$ cat src/rtl/replay_pkg.sv
// Shared types and defaults for the link replay buffer sequencer.
// Pointers carry one extra wrap bit above the buffer address.
package replay_pkg;

    localparam int AW_DEF = 3;

    typedef enum logic [1:0] {
        RUN     = 2'd0,
        REPLAY  = 2'd1,
        RETRAIN = 2'd2
    } state_e;

    function automatic int ptr_width(input int aw);
        return aw + 1;
    endfunction

endpackage

$ cat src/rtl/replay_timer.sv
// Replay timeout counter: clear has priority, counts while enabled and
// raises expire when the count reaches TIMEOUT-1 (holds until cleared).
module replay_timer #(
    parameter int TIMEOUT = 64
) (
    input  logic clk,
    input  logic reset,
    input  logic clear_i,
    input  logic enable_i,
    output logic expire_o
);

    localparam int CW = (TIMEOUT > 1) ? $clog2(TIMEOUT) : 1;

    logic [CW-1:0] cnt_q, cnt_d;

    assign expire_o = enable_i && (cnt_q == CW'(TIMEOUT - 1));

    always_comb begin
        cnt_d = cnt_q;
        if (clear_i) begin
            cnt_d = '0;
        end else if (enable_i && !expire_o) begin
            cnt_d = cnt_q + CW'(1);
        end
    end

    always_ff @(posedge clk) begin
        if (reset) begin
            cnt_q <= '0;
        end else begin
            cnt_q <= cnt_d;
        end
    end

endmodule

$ cat src/rtl/replay_ctrl.sv
// Replay buffer sequencer: owns head/nxt/tail pointers, retires on ack,
// rewinds on nak or timeout, escalates to retrain. Timer under REPLAY_TIMER_EN.
module replay_ctrl
    import replay_pkg::*;
#(
    parameter int AW         = AW_DEF,
    parameter int TIMEOUT    = 64,
    parameter int MAX_REPLAY = 3
) (
    input  logic          clk,
    input  logic          reset,
    input  logic          new_valid,
    output logic          new_ready,
    output logic          wr_en,
    output logic [AW-1:0] w_addr,
    output logic          rd_en,
    output logic [AW-1:0] r_addr,
    output logic          tx_valid,
    input  logic          ack,
    input  logic          nak,
    input  logic          retrain_done,
    output logic          full,
    output logic          empty,
    output logic          replay_active,
    output logic          retrain,
    output logic [1:0]    dbg_state
);

    localparam int PW = ptr_width(AW);
    localparam int RW = $clog2(MAX_REPLAY) + 1;
    localparam logic [PW-1:0] DEPTH = {1'b1, {AW{1'b0}}};

    logic [PW-1:0] head_q, head_d, nxt_q, nxt_d, tail_q, tail_d, rend_q, rend_d;
    logic [PW-1:0] nxt_adv;
    logic [RW-1:0] rcnt_q, rcnt_d;
    state_e        state_q, state_d;
    logic          tx_valid_q;
    logic          do_rd, ack_eff, trig, timer_expire;

    // Upstream handshake: a packet transfers in any cycle where new_valid and
    // new_ready are both high; new_ready depends only on registered state.
    assign full      = (head_q - tail_q) == DEPTH;
    assign empty     = head_q == tail_q;
    assign new_ready = !full && (state_q == RUN);
    assign wr_en     = new_valid && new_ready;
    assign w_addr    = head_q[AW-1:0];

    assign do_rd         = (state_q != RETRAIN) && (nxt_q != head_q);
    assign rd_en         = do_rd;
    assign r_addr        = nxt_q[AW-1:0];
    assign tx_valid      = tx_valid_q;
    assign replay_active = state_q == REPLAY;
    assign retrain       = state_q == RETRAIN;
    assign dbg_state     = state_q;

    always_comb begin
        head_d  = head_q + {{AW{1'b0}}, wr_en};
        nxt_adv = nxt_q + {{AW{1'b0}}, do_rd};
        nxt_d   = nxt_adv;
        tail_d  = tail_q;
        rend_d  = rend_q;
        rcnt_d  = rcnt_q;
        state_d = state_q;
        trig    = 1'b0;
        ack_eff = ack && (nxt_q != tail_q);

        if (ack_eff) begin
            tail_d = tail_q + {{AW{1'b0}}, 1'b1};
            rcnt_d = '0;
        end

        case (state_q)
            RUN, REPLAY: begin
                if ((nak || timer_expire) && (nxt_adv != tail_d)) begin
                    trig = 1'b1;
                    if (rcnt_d == RW'(MAX_REPLAY - 1)) begin
                        // Park nxt at the furthest point ever sent so the
                        // post-retrain replay covers everything outstanding.
                        nxt_d   = (state_q == REPLAY) ? rend_q : nxt_adv;
                        state_d = RETRAIN;
                    end else begin
                        rcnt_d  = rcnt_d + RW'(1);
                        nxt_d   = tail_d;
                        state_d = REPLAY;
                        if (state_q == RUN) begin
                            rend_d = nxt_adv;
                        end
                    end
                end else if ((state_q == REPLAY) && (nxt_adv == rend_q)) begin
                    state_d = RUN;
                end
            end
            RETRAIN: begin
                if (retrain_done) begin
                    rcnt_d = '0;
                    if (nxt_q != tail_d) begin
                        rend_d  = nxt_q;
                        nxt_d   = tail_d;
                        state_d = REPLAY;
                    end else begin
                        state_d = RUN;
                    end
                end
            end
            default: state_d = RUN;
        endcase
    end

`ifdef REPLAY_TIMER_EN
    logic timer_clr, timer_en;

    assign timer_en  = (nxt_q != tail_q) && (state_q != RETRAIN);
    assign timer_clr = ack_eff || trig || (state_q == RETRAIN);

    replay_timer #(
        .TIMEOUT (TIMEOUT)
    ) u_timer (
        .clk      (clk),
        .reset    (reset),
        .clear_i  (timer_clr),
        .enable_i (timer_en),
        .expire_o (timer_expire)
    );
`else
    // Timer compiled out; constant 0 for any legal TIMEOUT.
    assign timer_expire = (TIMEOUT < 0);
`endif

    always_ff @(posedge clk) begin
        if (reset) begin
            head_q     <= '0;
            nxt_q      <= '0;
            tail_q     <= '0;
            rend_q     <= '0;
            rcnt_q     <= '0;
            state_q    <= RUN;
            tx_valid_q <= 1'b0;
        end else begin
            head_q     <= head_d;
            nxt_q      <= nxt_d;
            tail_q     <= tail_d;
            rend_q     <= rend_d;
            rcnt_q     <= rcnt_d;
            state_q    <= state_d;
            tx_valid_q <= do_rd;
        end
    end

endmodule
$ cat config.mk
export PLATFORM = sky130hd
export DESIGN_NAME = replay_ctrl
export DESIGN_NICKNAME = d
export VERILOG_FILES = /design/src/rtl/replay_pkg.sv /design/src/rtl/replay_timer.sv /design/src/rtl/replay_ctrl.sv
export SDC_FILE = /design/constraint.sdc
export NUM_CORES = 1
export LEC_CHECK = 0
export ABC_AREA = 1
export ABC_CLOCK_PERIOD_IN_PS = 7900
export CORE_MARGIN = 10
export CORE_UTILIZATION = 56
export DETAILED_ROUTE_END_ITERATION = 6
export DONT_BUFFER_PORTS = 1
export PLACE_DENSITY = 0.79
export SKIP_LAST_GASP = 1
export SLEW_MARGIN = 30
export SYNTH_ARGS = -nofsm -noshare
export SYNTH_HDL_FRONTEND = slang
export SYNTH_SLANG_ARGS = --single-unit
$ cat constraint.sdc
create_clock -name clk -period 7.9 [get_ports clk]
set_input_delay 0.79 -clock clk [delete_from_list [all_inputs] [get_ports clk]]
set_output_delay 0.79 -clock clk [all_outputs]
set_load 0.02 [all_outputs]
-- Yosys cells after proc, flatten, opt, wreduce, memory -nomap -nowiden
Index checks and enable logic that the tools add are counted.
- logic and storage cells: 65
- register bits after elaboration: 22
- output and inout port bits: 16
- muxes and demuxes: 24
- add/subtract/negate cells: 5
- equal/unequal tests: 17
- reductions and logical operators: 12
- operators by type and width (cell ; count):
    4-bit two-way mux ; 11
    4-bit inequality test ; 4
    4-bit one-hot mux with 2 select lines ; 2
    3-bit two-way mux ; 4
    2-bit inequality test, second input constant ; 5
    4-bit by 1-bit adder with 4-bit output ; 2
    4-bit equality test ; 2
    2-bit two-way mux ; 4
    1-bit logical AND ; 6
    3-bit one-hot mux with 2 select lines ; 1
    6-bit AND reduction ; 1
    4-bit by 1-bit adder with 4-bit output, second input constant ; 1
    4-bit equality test, second input constant ; 1
    2-bit one-hot mux with 2 select lines ; 1
    4-bit subtractor ; 1
    3-bit by 1-bit adder with 3-bit output, second input constant ; 1
    3-bit by 2-bit equality test with 1-bit output, second input constant ; 1
    3-bit inequality test, second input constant ; 1
    2-bit by 1-bit equality test with 1-bit output, second input constant ; 1
    2-bit equality test, second input constant ; 1
    2-bit logical NOT ; 1
    2-bit by 1-bit inequality test with 1-bit output, second input constant ; 1
    2-bit AND reduction ; 1
    2-bit nonzero test ; 1
    3 further kinds ; 3

-- Logic depth before layout (Yosys ltp)
- word-level depth: 8
- mapped depth: 20
- mapped depth without buffers: 19

-- Worst setup path before layout
No wires, ideal clock.
- path kind: register to register
- start: reg state_q[1] (netlist: dbg_state[1])
- end: reg nxt_q[2]
- data required time: 7791 ps
- slack: 4552 ps
- arrival time: 3238 ps
- stages on the path, launching flop included: 20
- buffers on the path: 1
- cells stage by stage: dfxtp_1 -> inv_1 -> nor2_1 -> clkbuf_1 -> a31oi_1 -> ha_1 -> ha_1 -> or2_2 -> nand2_1 -> inv_1 -> nand3_1 -> nand2_1 -> nor2_2 -> nand2_4 -> nand2_4 -> nand2_1 -> nand3_1 -> nand3_1 -> nand2_1 -> inv_1
- RTL lines (item ; line ; source):
    start, declared ; replay_ctrl.sv:36 ; state_e state_q, state_d;
    start signal, assigned ; replay_ctrl.sv:144 ; state_q <= state_d;
    2-bit equality test ; n/a ;
    named net retrain ; replay_ctrl.sv:25 ; output logic retrain,
    4-bit one-hot mux with 2 select lines ; replay_ctrl.sv:72 ; case (state_q)
    end signal, assigned ; replay_ctrl.sv:140 ; nxt_q <= nxt_d;
    end, declared ; replay_ctrl.sv:33 ; logic [PW-1:0] head_q, head_d, nxt_q, nxt_d, tail_q, tail_d, rend_q, rend_d;
The timed path passes the listed nets, and every way through them passes these cells.
A chain may end at the register's enable or synchronous reset.

-- Worst setup path after layout
- start: reg state_q[1] (netlist: dbg_state[1])
- end: reg rend_q[0]
- longest elaborated chain between the ends: 7
- ends and longest elaborated chain (item ; line ; source):
    2-bit inequality test * ; replay_ctrl.sv:48 ; assign do_rd = (state_q != RETRAIN) && (nxt_q != head_q);
    1-bit logical AND * ; replay_ctrl.sv:48 ;
    named net rd_en ; replay_ctrl.sv:16 ; output logic rd_en,
    4-bit by 1-bit adder with 4-bit output * ; replay_ctrl.sv:58 ; nxt_adv = nxt_q + {{AW{1'b0}}, do_rd};
    4-bit inequality test / 4-bit two-way mux (equally long branches) ; replay_ctrl.sv:74, replay_ctrl.sv:85 ;
    1-bit logical AND / 4-bit two-way mux (equally long branches) ; replay_ctrl.sv:74, replay_ctrl.sv:76 ;
    2-bit inequality test (no line) / 4-bit two-way mux (equally long branches) ; n/a ;
    6-bit AND reduction (no line) / 4-bit one-hot mux with 2 select lines (equally long branches) ; n/a ;
    end signal, assigned ; replay_ctrl.sv:142 ; rend_q <= rend_d;
    end, declared ; replay_ctrl.sv:33 ;
Mark *: on every way through the listed nets, which the timed path passes. The rest lies on a longest branch. The select of a mux whose other input is x is not followed.

==> qor.csv <==
stage,metric,value,unit
status,status,"finished, final reports clean",
pwr,Psw,0.000476,W
synthesis,Post-synth EDFFs,0,
synthesis,Mapped Area,0.00193,mm2
synthesis,xor/xnor share of the synthesized area,5.89,%
clock_tree,setup bufs post-CTS,0,
worst_setup_path,crit path to,rend_q[0],
clock_tree,CTS tree,done,
timing,Slew headroom,50.8,%
route,Routed wire per std cell,14.1,um
finish,nets,317,
route,DRT antenna net count,0,
pwr,Net Sw Frac,57.5,%
clock_tree,Root Driver,clkbuf_4,
synthesis,Synth Area in Adders,6.47,%
job,Max Cap Viol,0,
timing,Final setup viols,0,
pwr,PwrDens,425,mW/mm2
finish,share of cells above drive strength 1,12.4,%
global_routing,initial antenna violation count,0,
global_routing,vias in the first global route,1713,
timing,setup TNS,0,ns
clock_tree,CTS buffer count,3,
place,Port Buf Inserts,0,
global_routing,largest net degree at the start of global routing,16,
synthesis,ys flop type,dfxtp_1,
worst_setup_path,"Arr. time, crit path",3.84,ns
finish,most frequent cells in the layout,"nand2_1, nand3_1, inv_1",
synthesis,register area share after synthesis,22.8,%
synthesis,Synth Area in Simple Gates,43.7,%
synthesis,#FFs+latches synth,22,
finish,"commonest non-fill, non-tap cell in the layout",nand2_1,
synthesis,Post-Syn Area per Cell,6.30,um2
die,Die Y,78.8,um
timing,RSZ-0062 raised after global routing,false,
clock_tree,Clock transition at path regs,0.13,ns
synthesis,synth unique cells,32,
pwr,Reg power frac,23.7,%
die,Die Wd,78.8,um
route,vias,1904,
synthesis,compound-cell area share of the yosys netlist,8.74,%
worst_setup_path,Required @ worst endpoint,8.11,ns
clock_tree,CTS Buffer Depth,2,
place,Post-DP HPWL,3760,um
timing,"Hold Vio Cnt, Final",0,
die,core area,0.00334,mm2
timing,worst-margin pin slew,0.734,ns
synthesis,mux contribution to synthesized area,0,%
worst_setup_path,crit-path max FO,13,
global_routing,grt ovf,0,
die,Initial Util,57.9,%
worst_setup_path,R2R cell count,16,
route,DRT Wirelength,4850,um
pwr,Design Power,0.000827,W
route,DRC errors left,0,
die,I/O pin count,22,
route,1st-pass router iterations,4,
timing,skew final,0.0114,ns
timing,post-route clock period utilization,45.9,%
global_routing,first-pass GRT wire length,8150,um
pwr,Max IR drop VDD,0.000251,V
worst_setup_path,Crit. End Element,flip-flop,
clock_tree,Max H-tree Level,1,
pwr,design internal power,0.000352,W
clock_tree,PostCTS Resize Cnt,0,
synthesis,Synth async-reset ratio,0,%
min_path,type of the worst min-delay path,flip-flop to flip-flop,
die,Core Rows,21,
route,initial drt markers,178,
worst_setup_path,crit path kind,flip-flop to flip-flop,
worst_setup_path,Worst Setup Start Kind,flip-flop,
die,die area,0.00620,mm2
synthesis,Yosys warning total,0,
timing,fin crit period,3.63,ns
worst_setup_path,CP Launch Point,dbg_state[1],
synthesis,Mapped Cells,307,
global_routing,total track usage,15.7,%
pwr,leakage power,0.989,nW
worst_setup_path,RR Startpoint,dbg_state[1],
pwr,Clk network pwr share,6.4,%
worst_setup_path,worst r2r dst,rend_q[0],
place,routability cong.,0.914,
clock_tree,Sink Count,22,
synthesis,syn_nets,323,
clock_tree,Post-CTS Hold Buffers,0,
worst_setup_path,r2r setup slk,4.28,ns
finish,number of antenna diodes,0,
synthesis,largest family of logic cells by synthesized area,simple AND/OR/NAND/NOR gates,
clock_tree,clock latency on the worst-skew pair,0.31,ns
timing,max-slew violations,0,
route,Via-to-Cell Ratio,5.52,
pwr,combinational share of power,69.9,%
finish,Layout area overhead,0.777,%
timing,maximum clock frequency,0.276,GHz
## layer usage
layer | global-route usage (%) | vias up | share of wire, %
met5 | 0 | - | 0
met4 | 6.45 | 0 | 1.7
met3 | 3.38 | 8 | 8.0
met2 | 25.4 | 65 | 47
met1 | 19.7 | 873 | 44
li1 | - | 958 | -
## critical path: stages, from the launching register on
cell and delay (ns):
dfxtp_1 0.48, inv_1 0.31, nor2_1 0.08, buf_4 0.22, a31oi_1 0.57, ha_1 0.30, nand3_1 0.10, xor2_1 0.43
inv_1 0.18, nand3_1 0.12, nand2_1 0.07, nor2_2 0.12, nand2_4 0.11, nand4_2 0.13, nand2_1 0.14, nand2_1 0.08
a21oi_1 0.05
## worst min path at each step
stage / from / end / slack, ns / cells past startpoint
after detailed placement: rend_q[1] / rend_q[1] / 0.47 / 2
after global routing: reset / tail_q[2] / 0.51 / 1
after floorplan: rend_q[1] / rend_q[1] / 0.46 / 2
final: rend_q[1] / rend_q[1] / 0.49 / 2
after CTS: rend_q[1] / rend_q[1] / 0.49 / 2
after global placement: rend_q[1] / rend_q[1] / 0.46 / 2
## synthesized netlist by cell type, types with 7 or more instances
| master | instances | area (um2) |
|---|---|---|
| nor2_1 | 24 | 90.1 |
| inv_2 | 8 | 30.0 |
| inv_1 | 35 | 131 |
| nand2_2 | 9 | 56.3 |
| xnor2_1 | 7 | 61.3 |
| nand2_1 | 80 | 300 |
| ha_1 | 10 | 125 |
| a21oi_1 | 8 | 40.0 |
| dfxtp_1 | 22 | 440 |
| o21ai_0 | 11 | 55.1 |
| nand3_1 | 44 | 220 |
## kinds of logic after synthesis
| group | Yosys count |
|---|---|
| buffers and inverters | 55 |
| adder cells (fa/ha/maj) | 10 |
| AO/OA/AOI/OAI | 30 |
| XOR/XNOR | 13 |
| flip-flops | 22 |
| AND/OR/NAND/NOR | 177 |
## state kept, by name, summed over array words and instances (netlist names)
| name | count |
|---|---|
| tail_q | 4 |
| rend_q | 4 |
| nxt_q | 4 |
| head_q | 4 |
| dbg_state | 2 |
| rcnt_q | 3 |
| tx_valid | 1 |
## stage by stage
| step | area (um2) | util, % | hold slack, ns | std cells | setup slack (ns) |
|---|---|---|---|---|---|
| 6_report | 1950 | 58.4 | 0.485 | 345 | 4.28 |
| 2_1_floorplan | 1930 | - | 0.458 | 307 | 4.55 |
| 4_1_cts | 1950 | 58.4 | 0.487 | 345 | 4.25 |
| 5_1_grt | 1950 | 58.4 | 0.508 | 345 | 4.03 |
| 3_3_place_gp | 1920 | 57.5 | 0.464 | 342 | 4.34 |
| 3_5_place_dp | 1930 | 57.7 | 0.469 | 342 | 4.34 |
## power groups by stage
stage	Combinational, W	Sequential (W)	Clock, W
final	0.000578	0.000196	0.0000531
after CTS	0.000572	0.000197	0.0000544
after floorplan	0.000506	0.000172	0
after global routing	0.000650	0.000201	0.0000584
after detailed placement	0.000569	0.000200	0
after global placement	0.000556	0.000198	0
## layout make-up
type	instances	area (um2)
multi-input combinational	230	1260
timing repair buffer	1	7.51
inverter	43	161
clock buffer	3	22.5
fill	338	1390
tap	46	57.6
sequential	22	440
Note: power is estimated with default switching activity, not from simulation.
